[src/rtl/wb_mem_responder.sv]
// Wishbone classic slave answering DRAM and BIOS ROM cycles from a
// req/ready backing memory, with programmable wait states on first beats.
//
// state  | meaning
// -------+-----------------------------------------------------------
// S_IDLE | waiting for cyc & stb to a decoded address
// S_WAIT | counting wait states before the memory request
// S_REQ  | mem_req held until mem_ready completes the access
// S_ACK  | one-cycle bus acknowledge (suppressed if the master left)
module wb_mem_responder #(
  parameter logic [31:0] DRAM_BASE   = 32'h0000_0000,
  parameter int          DRAM_AW     = 19,
  parameter logic [31:0] ROM_BASE    = 32'h0300_0000,
  parameter int          ROM_AW      = 18,
  parameter int          MEM_AW      = 19,
  parameter int          WAIT_STATES = 2
) (
  input  logic              sys_clk,
  input  logic              reset_n,
  input  logic              i_wb_cyc,
  input  logic              i_wb_stb,
  input  logic              i_wb_we,
  input  logic [31:0]       i_wb_adr,
  input  logic [31:0]       i_wb_dat,
  input  logic [3:0]        i_wb_sel,
  input  logic [2:0]        i_wb_cti,
  output logic [31:0]       o_wb_dat,
  output logic              o_wb_ack,
  output logic              o_hit,
  output logic              mem_req,
  output logic              mem_we,
  output logic              mem_rom,
  output logic [MEM_AW-1:0] mem_addr,
  output logic [3:0]        mem_be,
  output logic [31:0]       mem_wdata,
  input  logic [31:0]       mem_rdata,
  input  logic              mem_ready
);

  typedef enum logic [1:0] {S_IDLE, S_WAIT, S_REQ, S_ACK} state_t;

  localparam int         DRAM_SH   = DRAM_AW + 2;
  localparam int         ROM_SH    = ROM_AW + 2;
  localparam logic [3:0] WAIT_INIT = 4'(WAIT_STATES);

  state_t            state_q, state_d;
  logic [3:0]        cnt_q, cnt_d;
  logic              in_burst_q, in_burst_d;
  logic              drop_q, drop_d;
  logic              we_q, we_d;
  logic              rom_q, rom_d;
  logic [MEM_AW-1:0] addr_q, addr_d;
  logic [3:0]        be_q, be_d;
  logic [31:0]       wdata_q, wdata_d;
  logic [31:0]       rdat_q, rdat_d;

  logic              hit_dram, hit_rom, accept;
  logic [MEM_AW-1:0] off_dram, off_rom;
  logic              adr_unused;

  // Regions are size-aligned, so decode is an upper-bit compare and the
  // word offset is simply the low address bits above the byte lane.
  assign hit_dram   = (i_wb_adr[31:DRAM_SH] == DRAM_BASE[31:DRAM_SH]);
  assign hit_rom    = (i_wb_adr[31:ROM_SH] == ROM_BASE[31:ROM_SH]);
  assign off_dram   = MEM_AW'(i_wb_adr[DRAM_SH-1:2]);
  assign off_rom    = MEM_AW'(i_wb_adr[ROM_SH-1:2]);
  assign o_hit      = hit_dram | hit_rom;
  assign adr_unused = ^i_wb_adr[1:0];
  assign accept     = (state_q == S_IDLE) && i_wb_cyc && i_wb_stb && o_hit;

  // Next-state and datapath capture for the access sequencer.
  always_comb begin
    state_d    = state_q;
    cnt_d      = cnt_q;
    in_burst_d = in_burst_q;
    drop_d     = drop_q;
    we_d       = we_q;
    rom_d      = rom_q;
    addr_d     = addr_q;
    be_d       = be_q;
    wdata_d    = wdata_q;
    rdat_d     = rdat_q;
    case (state_q)
      S_IDLE: begin
        if (!i_wb_cyc) in_burst_d = 1'b0;
        if (accept) begin
          rom_d   = !hit_dram;
          addr_d  = hit_dram ? off_dram : off_rom;
          we_d    = i_wb_we && hit_dram;
          be_d    = i_wb_sel;
          wdata_d = i_wb_dat;
          cnt_d   = WAIT_INIT;
          drop_d  = 1'b0;
          if (i_wb_cti == 3'b010)
            in_burst_d = 1'b1;
          else if ((i_wb_cti == 3'b000) || (i_wb_cti == 3'b111))
            in_burst_d = 1'b0;
          // ROM writes are discarded but still acknowledged.
          if (i_wb_we && !hit_dram)
            state_d = S_ACK;
          else if ((WAIT_STATES != 0) && !in_burst_q)
            state_d = S_WAIT;
          else
            state_d = S_REQ;
        end
      end
      S_WAIT: begin
        if (!i_wb_cyc) begin
          state_d    = S_IDLE;
          in_burst_d = 1'b0;
        end else if (cnt_q <= 4'd1) begin
          state_d = S_REQ;
        end else begin
          cnt_d = cnt_q - 4'd1;
        end
      end
      S_REQ: begin
        // Once the memory sees the request the access must finish; a master
        // that left meanwhile just does not get acknowledged.
        if (!i_wb_cyc) drop_d = 1'b1;
        if (mem_ready) begin
          if (i_wb_cyc && !drop_q) begin
            state_d = S_ACK;
            if (!we_q) rdat_d = mem_rdata;
          end else begin
            state_d = S_IDLE;
          end
        end
      end
      S_ACK: begin
        state_d = S_IDLE;
      end
      default: begin
        state_d = S_IDLE;
      end
    endcase
  end

  // State and captured-access registers.
  always_ff @(posedge sys_clk or negedge reset_n) begin
    if (!reset_n) begin
      state_q    <= S_IDLE;
      cnt_q      <= 4'd0;
      in_burst_q <= 1'b0;
      drop_q     <= 1'b0;
      we_q       <= 1'b0;
      rom_q      <= 1'b0;
      addr_q     <= '0;
      be_q       <= 4'd0;
      wdata_q    <= 32'd0;
      rdat_q     <= 32'd0;
    end else begin
      state_q    <= state_d;
      cnt_q      <= cnt_d;
      in_burst_q <= in_burst_d;
      drop_q     <= drop_d;
      we_q       <= we_d;
      rom_q      <= rom_d;
      addr_q     <= addr_d;
      be_q       <= be_d;
      wdata_q    <= wdata_d;
      rdat_q     <= rdat_d;
    end
  end

  assign o_wb_ack  = (state_q == S_ACK);
  assign mem_req   = (state_q == S_REQ);
  assign o_wb_dat  = rdat_q;
  assign mem_we    = we_q;
  assign mem_rom   = rom_q;
  assign mem_addr  = addr_q;
  assign mem_be    = be_q;
  assign mem_wdata = wdata_q;

endmodule

[config.mk]
export PLATFORM = sky130hd
export DESIGN_NAME = wb_mem_responder
export DESIGN_NICKNAME = d
export VERILOG_FILES = /design/src/rtl/wb_mem_responder.sv
export SDC_FILE = /design/constraint.sdc
export NUM_CORES = 1
export LEC_CHECK = 0
export CORE_UTILIZATION = 30
export CTS_BUF_LIST = sky130_fd_sc_hd__clkbuf_4 sky130_fd_sc_hd__clkbuf_8
export CTS_CLUSTER_SIZE = 25
export DETAILED_ROUTE_END_ITERATION = 12
export SYNTH_ARGS = -nofsm -noshare
export SYNTH_HDL_FRONTEND = slang
export SYNTH_SLANG_ARGS = --single-unit
[constraint.sdc]
create_clock -name sys_clk -period 1.85 [get_ports sys_clk]
set_input_delay 0.37 -clock sys_clk [delete_from_list [all_inputs] [get_ports sys_clk]]
set_output_delay 0.37 -clock sys_clk [all_outputs]
set_load 0.005 [all_outputs]
==> Implementation_results.wiki <==
{| class="wikitable"
! Metric !! Value
|-
| Maximum clock frequency || 561 MHz
|-
| Leakage power of the design || about 3.1 nW
|-
| Cell with the largest stage delay on the worst path || sky130_fd_sc_hd__or4_4
|-
| Crit path max fanout || 2
|-
| Clock tree sinks || 97
|-
| RD Place Congestion || 0.762
|-
| Post-layout worst setup margin || 66.2 ps
|-
| Wire length of the first global-routing pass || 16.7 mm
|-
| Area enclosed by the die boundary || 13600 µm²
|-
| Die extent in y || 117 µm
|-
| Final Setup Violations || 0
|-
| Worst slew margin || 74.1%
|-
| Count of nets left with antenna violations after detail routing || 0
|-
| Cts bufs inserted || 9
|-
| Effective utilization at floorplan || between 30% and 40%
|-
| Vias per inst || roughly 4.4
|-
| Worst path bufs/invs || 2
|-
| Placed inst area || 6280 µm²
|-
| Synthesized area || slightly below 4000 µm²
|-
| Power per cell area || 872 nW/µm²
|-
| Largest area contributor in the netlist || sky130_fd_sc_hd__dfrtp_1
|-
| Global-route total usage across every layer || approximately 16%
|-
| Period utilization || 96.4%
|-
| Total length of routed wires || 10.7 mm
|-
| Final-stage net count || between 700 and 800
|-
| Cell count after synthesis || approximately 390
|-
| Post-layout minimum cycle time || 1780 ps
|-
| Overall via count from detail_route || 3378
|-
| Post-synth top cells || sky130_fd_sc_hd__nand2_1, sky130_fd_sc_hd__dfrtp_1, sky130_fd_sc_hd__mux2_2
|-
| Finished Core Util || 51.1%
|-
| Maximum ir drop on the vdd rail || 0.307 mV
|-
| Ranking of synthesized cells by area || sky130_fd_sc_hd__dfrtp_1, sky130_fd_sc_hd__nand2_1, sky130_fd_sc_hd__mux2_2, sky130_fd_sc_hd__nor2_1, sky130_fd_sc_hd__clkbuf_1
|-
| Number of levels in the clock H-tree || 3
|-
| Area added between synthesis and finish || 64.7%
|-
| Arrival time at the worst endpoint || 1410 ps
|-
| Total congestion overflow after global routing || 0
|-
| Clk pin slew, worst setup/hold paths || around 90 ps
|-
| Run status || finished, final reports clean
|-
| Count of pins over their slew limit || 0
|-
| Reg area || ~2400 µm²
|-
| Final Hold Viols || 0
|-
| Starting DRC count in detailed routing || 144
|-
| Largest net degree at the start of global routing || 54
|-
| Endpoint type of the worst setup path || primary output
|-
| Residual DRC || 0
|-
| Pre-CTS worst setup slack || -671 ps
|-
| Number of synthesized flops with an enable pin || 0
|-
| Maximum cell stage delay along the critical path || 530 ps
|-
| Clock root buffer || sky130_fd_sc_hd__clkbuf_8
|-
| Slew at the pin closest to its max-slew limit || 388 ps
|-
| Share of async-settable or async-resettable flops after synthesis || 100%
|-
| Number of global-route vias before repair || 3423
|-
| Clk_lat worst skew || around 360 ps
|-
| Yosys warnings || 0
|-
| Filler cell count in the final layout || 1235
|-
| Boundary Pins || 201
|-
| Required time at the worst-slack endpoint || 1480 ps
|-
| Worst clock skew || roughly 9 ps
|-
| Count of TritonRoute iterations in the first routing pass || 4
|-
| Total of flip-flops plus latches after synthesis || 97
|-
| Diodes inserted || 0
|-
| Rows || 41
|-
| Non-filler cells in the finished layout || 775
|-
| Area used by multi-input combinational logic || 1440 µm²
|-
| Number of violations of the max-capacitance limit || 0
|-
| Startpoint type of the worst setup path || input port
|-
| Mean post-synth cell area || 10.2 µm²
|-
| Post-synthesis net count || ~500
|-
| Dominant delay contributor by cell family on the critical path || simple AND/OR/NAND/NOR gates
|-
| Count leader, synth || sky130_fd_sc_hd__nand2_1
|-
| Worst min-delay path category || in2async
|-
| Die width || roughly 120 µm
|-
| Avg WL per Cell || between 10 and 15 µm
|-
| CP Class || in2out
|-
| DP Wirelength || 7.92 mm
|-
| CTS max path bufs || 2
|-
| Share of final-layout standard cells stronger than drive strength 1 || 14.3%
|-
| Placed cell count || between 700 and 800
|-
| TritonCTS clock tree || yes
|-
| Floorplan core area || 12700 µm²
|-
| Fraction of post-synthesis cell area in the top cell type by area || roughly three fifths
|-
| Count of buffers inserted at the top-level ports || 198
|-
| Library cells used by synthesis || 38
|-
| Area of all placed cells without fillers || approximately 6500 µm²
|-
| List of cells traversed by the critical path || clkbuf_2 -> or4_4 -> nor3_4 -> and2_1 -> buf_2
|-
| Main flop type after synthesis || sky130_fd_sc_hd__dfrtp_1
|-
| Setup repair after global routing missed its margin || false
|-
| Number of antenna violations at the first check in global routing || 0
|-
| Part of the Yosys area used for sequential elements || 61.5%
|-
| Final setup TNS || 0 ps
|}
## worst reg2reg max path: stages (launching register included)
cell                       delay, ps
sky130_fd_sc_hd__dfrtp_1         420
sky130_fd_sc_hd__inv_1            90
sky130_fd_sc_hd__ha_1            230
sky130_fd_sc_hd__nor2_4           70
sky130_fd_sc_hd__nor3_1          260
sky130_fd_sc_hd__o22ai_1         180
sky130_fd_sc_hd__a221oi_1        270
sky130_fd_sc_hd__nor2_1           70
## stage by stage
| stage | hold WS (ps) | power [mW] |
|---|---|---|
| 6_report | 470 | 5.67 |
| 5_1_grt | 499 | 6.05 |
| 4_1_cts | 459 | 5.73 |
| 3_5_place_dp | 323 | 4.31 |
| 3_3_place_gp | 321 | 4.25 |
| 2_1_floorplan | 74.4 | 3.28 |
## registers in the layout, summed over array words and instances (netlist names), 2 cells and up
name / flops
cnt_q: 4
mem_addr: 19
mem_be: 4
mem_wdata: 32
o_wb_dat: 32
state_q: 2
## final timing paths
kind	slack (ps)	depth (start not counted)	to	from
worst min-delay path	470	2	o_wb_dat[2]	reset_n
worst min register to register	470	2	mem_be[2]	mem_be[2]
worst max-delay path	70	5	o_hit	i_wb_adr[23]
max in group asynchronous	860	3	mem_wdata[18]	reset_n
worst max register to register	160	7	state_q[0]	cnt_q[0]
min in group sys_clk	470	2	mem_be[2]	mem_be[2]
## per-layer routing
layer | share of wire, % | global-route usage (%) | vias up
li1 | - | - | 1672
met1 | 41 | 18.4 | 1552
met2 | 47 | 27.2 | 142
met3 | 11 | 5.92 | 12
met4 | 1.5 | 6.24 | 0
met5 | 0 | 0 | -
## what timing repair did
item	4_1_cts	5_1_grt
setup endpoints to repair	64	32
resized for setup	24	8
buffers inserted	2	0
hold buffers	1	0
pin swaps	3	2
hold endpoints to repair	27	0
## cell usage in the layout (no fill, tap or decap), types with 3 or more instances in the layout
| cell | n |
|---|---|
| sky130_fd_sc_hd__clkdlybuf4s50_1 | 186 |
| sky130_fd_sc_hd__nand2_1 | 168 |
| sky130_fd_sc_hd__dfrtp_1 | 96 |
| sky130_fd_sc_hd__mux2_2 | 31 |
| sky130_fd_sc_hd__buf_4 | 17 |
| sky130_fd_sc_hd__clkbuf_8 | 13 |
| sky130_fd_sc_hd__nor2_1 | 9 |
| sky130_fd_sc_hd__buf_12 | 6 |
| sky130_fd_sc_hd__inv_1 | 5 |
| sky130_fd_sc_hd__o21ai_0 | 5 |
| sky130_fd_sc_hd__a21oi_1 | 5 |
| sky130_fd_sc_hd__nor3_1 | 4 |
| sky130_fd_sc_hd__nand3_1 | 3 |
| sky130_fd_sc_hd__nand2b_1 | 3 |
| sky130_fd_sc_hd__nor4_1 | 3 |
| sky130_fd_sc_hd__clkbuf_2 | 3 |
| sky130_fd_sc_hd__buf_2 | 3 |
## final cells by class
class / count / area share (%)
Clock inverter: 1 / 0.115
Sequential cell: 97 / 37.4
Inverter: 5 / 0.289
Tap cell: 172 / 3.31
Multi-Input combinational cell: 264 / 22.1
Timing Repair Buffer: 221 / 33.8
Clock buffer: 15 / 2.98
## logic make-up after synthesis
| kind of cell | count (synthesis) | share of synthesized area, % |
|---|---|---|
| buffers and inverters | 25 | 2.85 |
| AOI/OAI and AO/OA | 24 | 4.31 |
| DFF | 97 | 61.5 |
| adders and majority gates | 2 | 0.634 |
| muxes | 32 | 9.13 |
| and+or+nand+nor | 206 | 21.6 |
## where the power goes
part,switching (mW),internal (mW)
clock,0.705,0.669
sequential,0.203,2.45
combinational,0.567,1.07
total,1.47,4.19
Power figures use the tool's default switching activity.
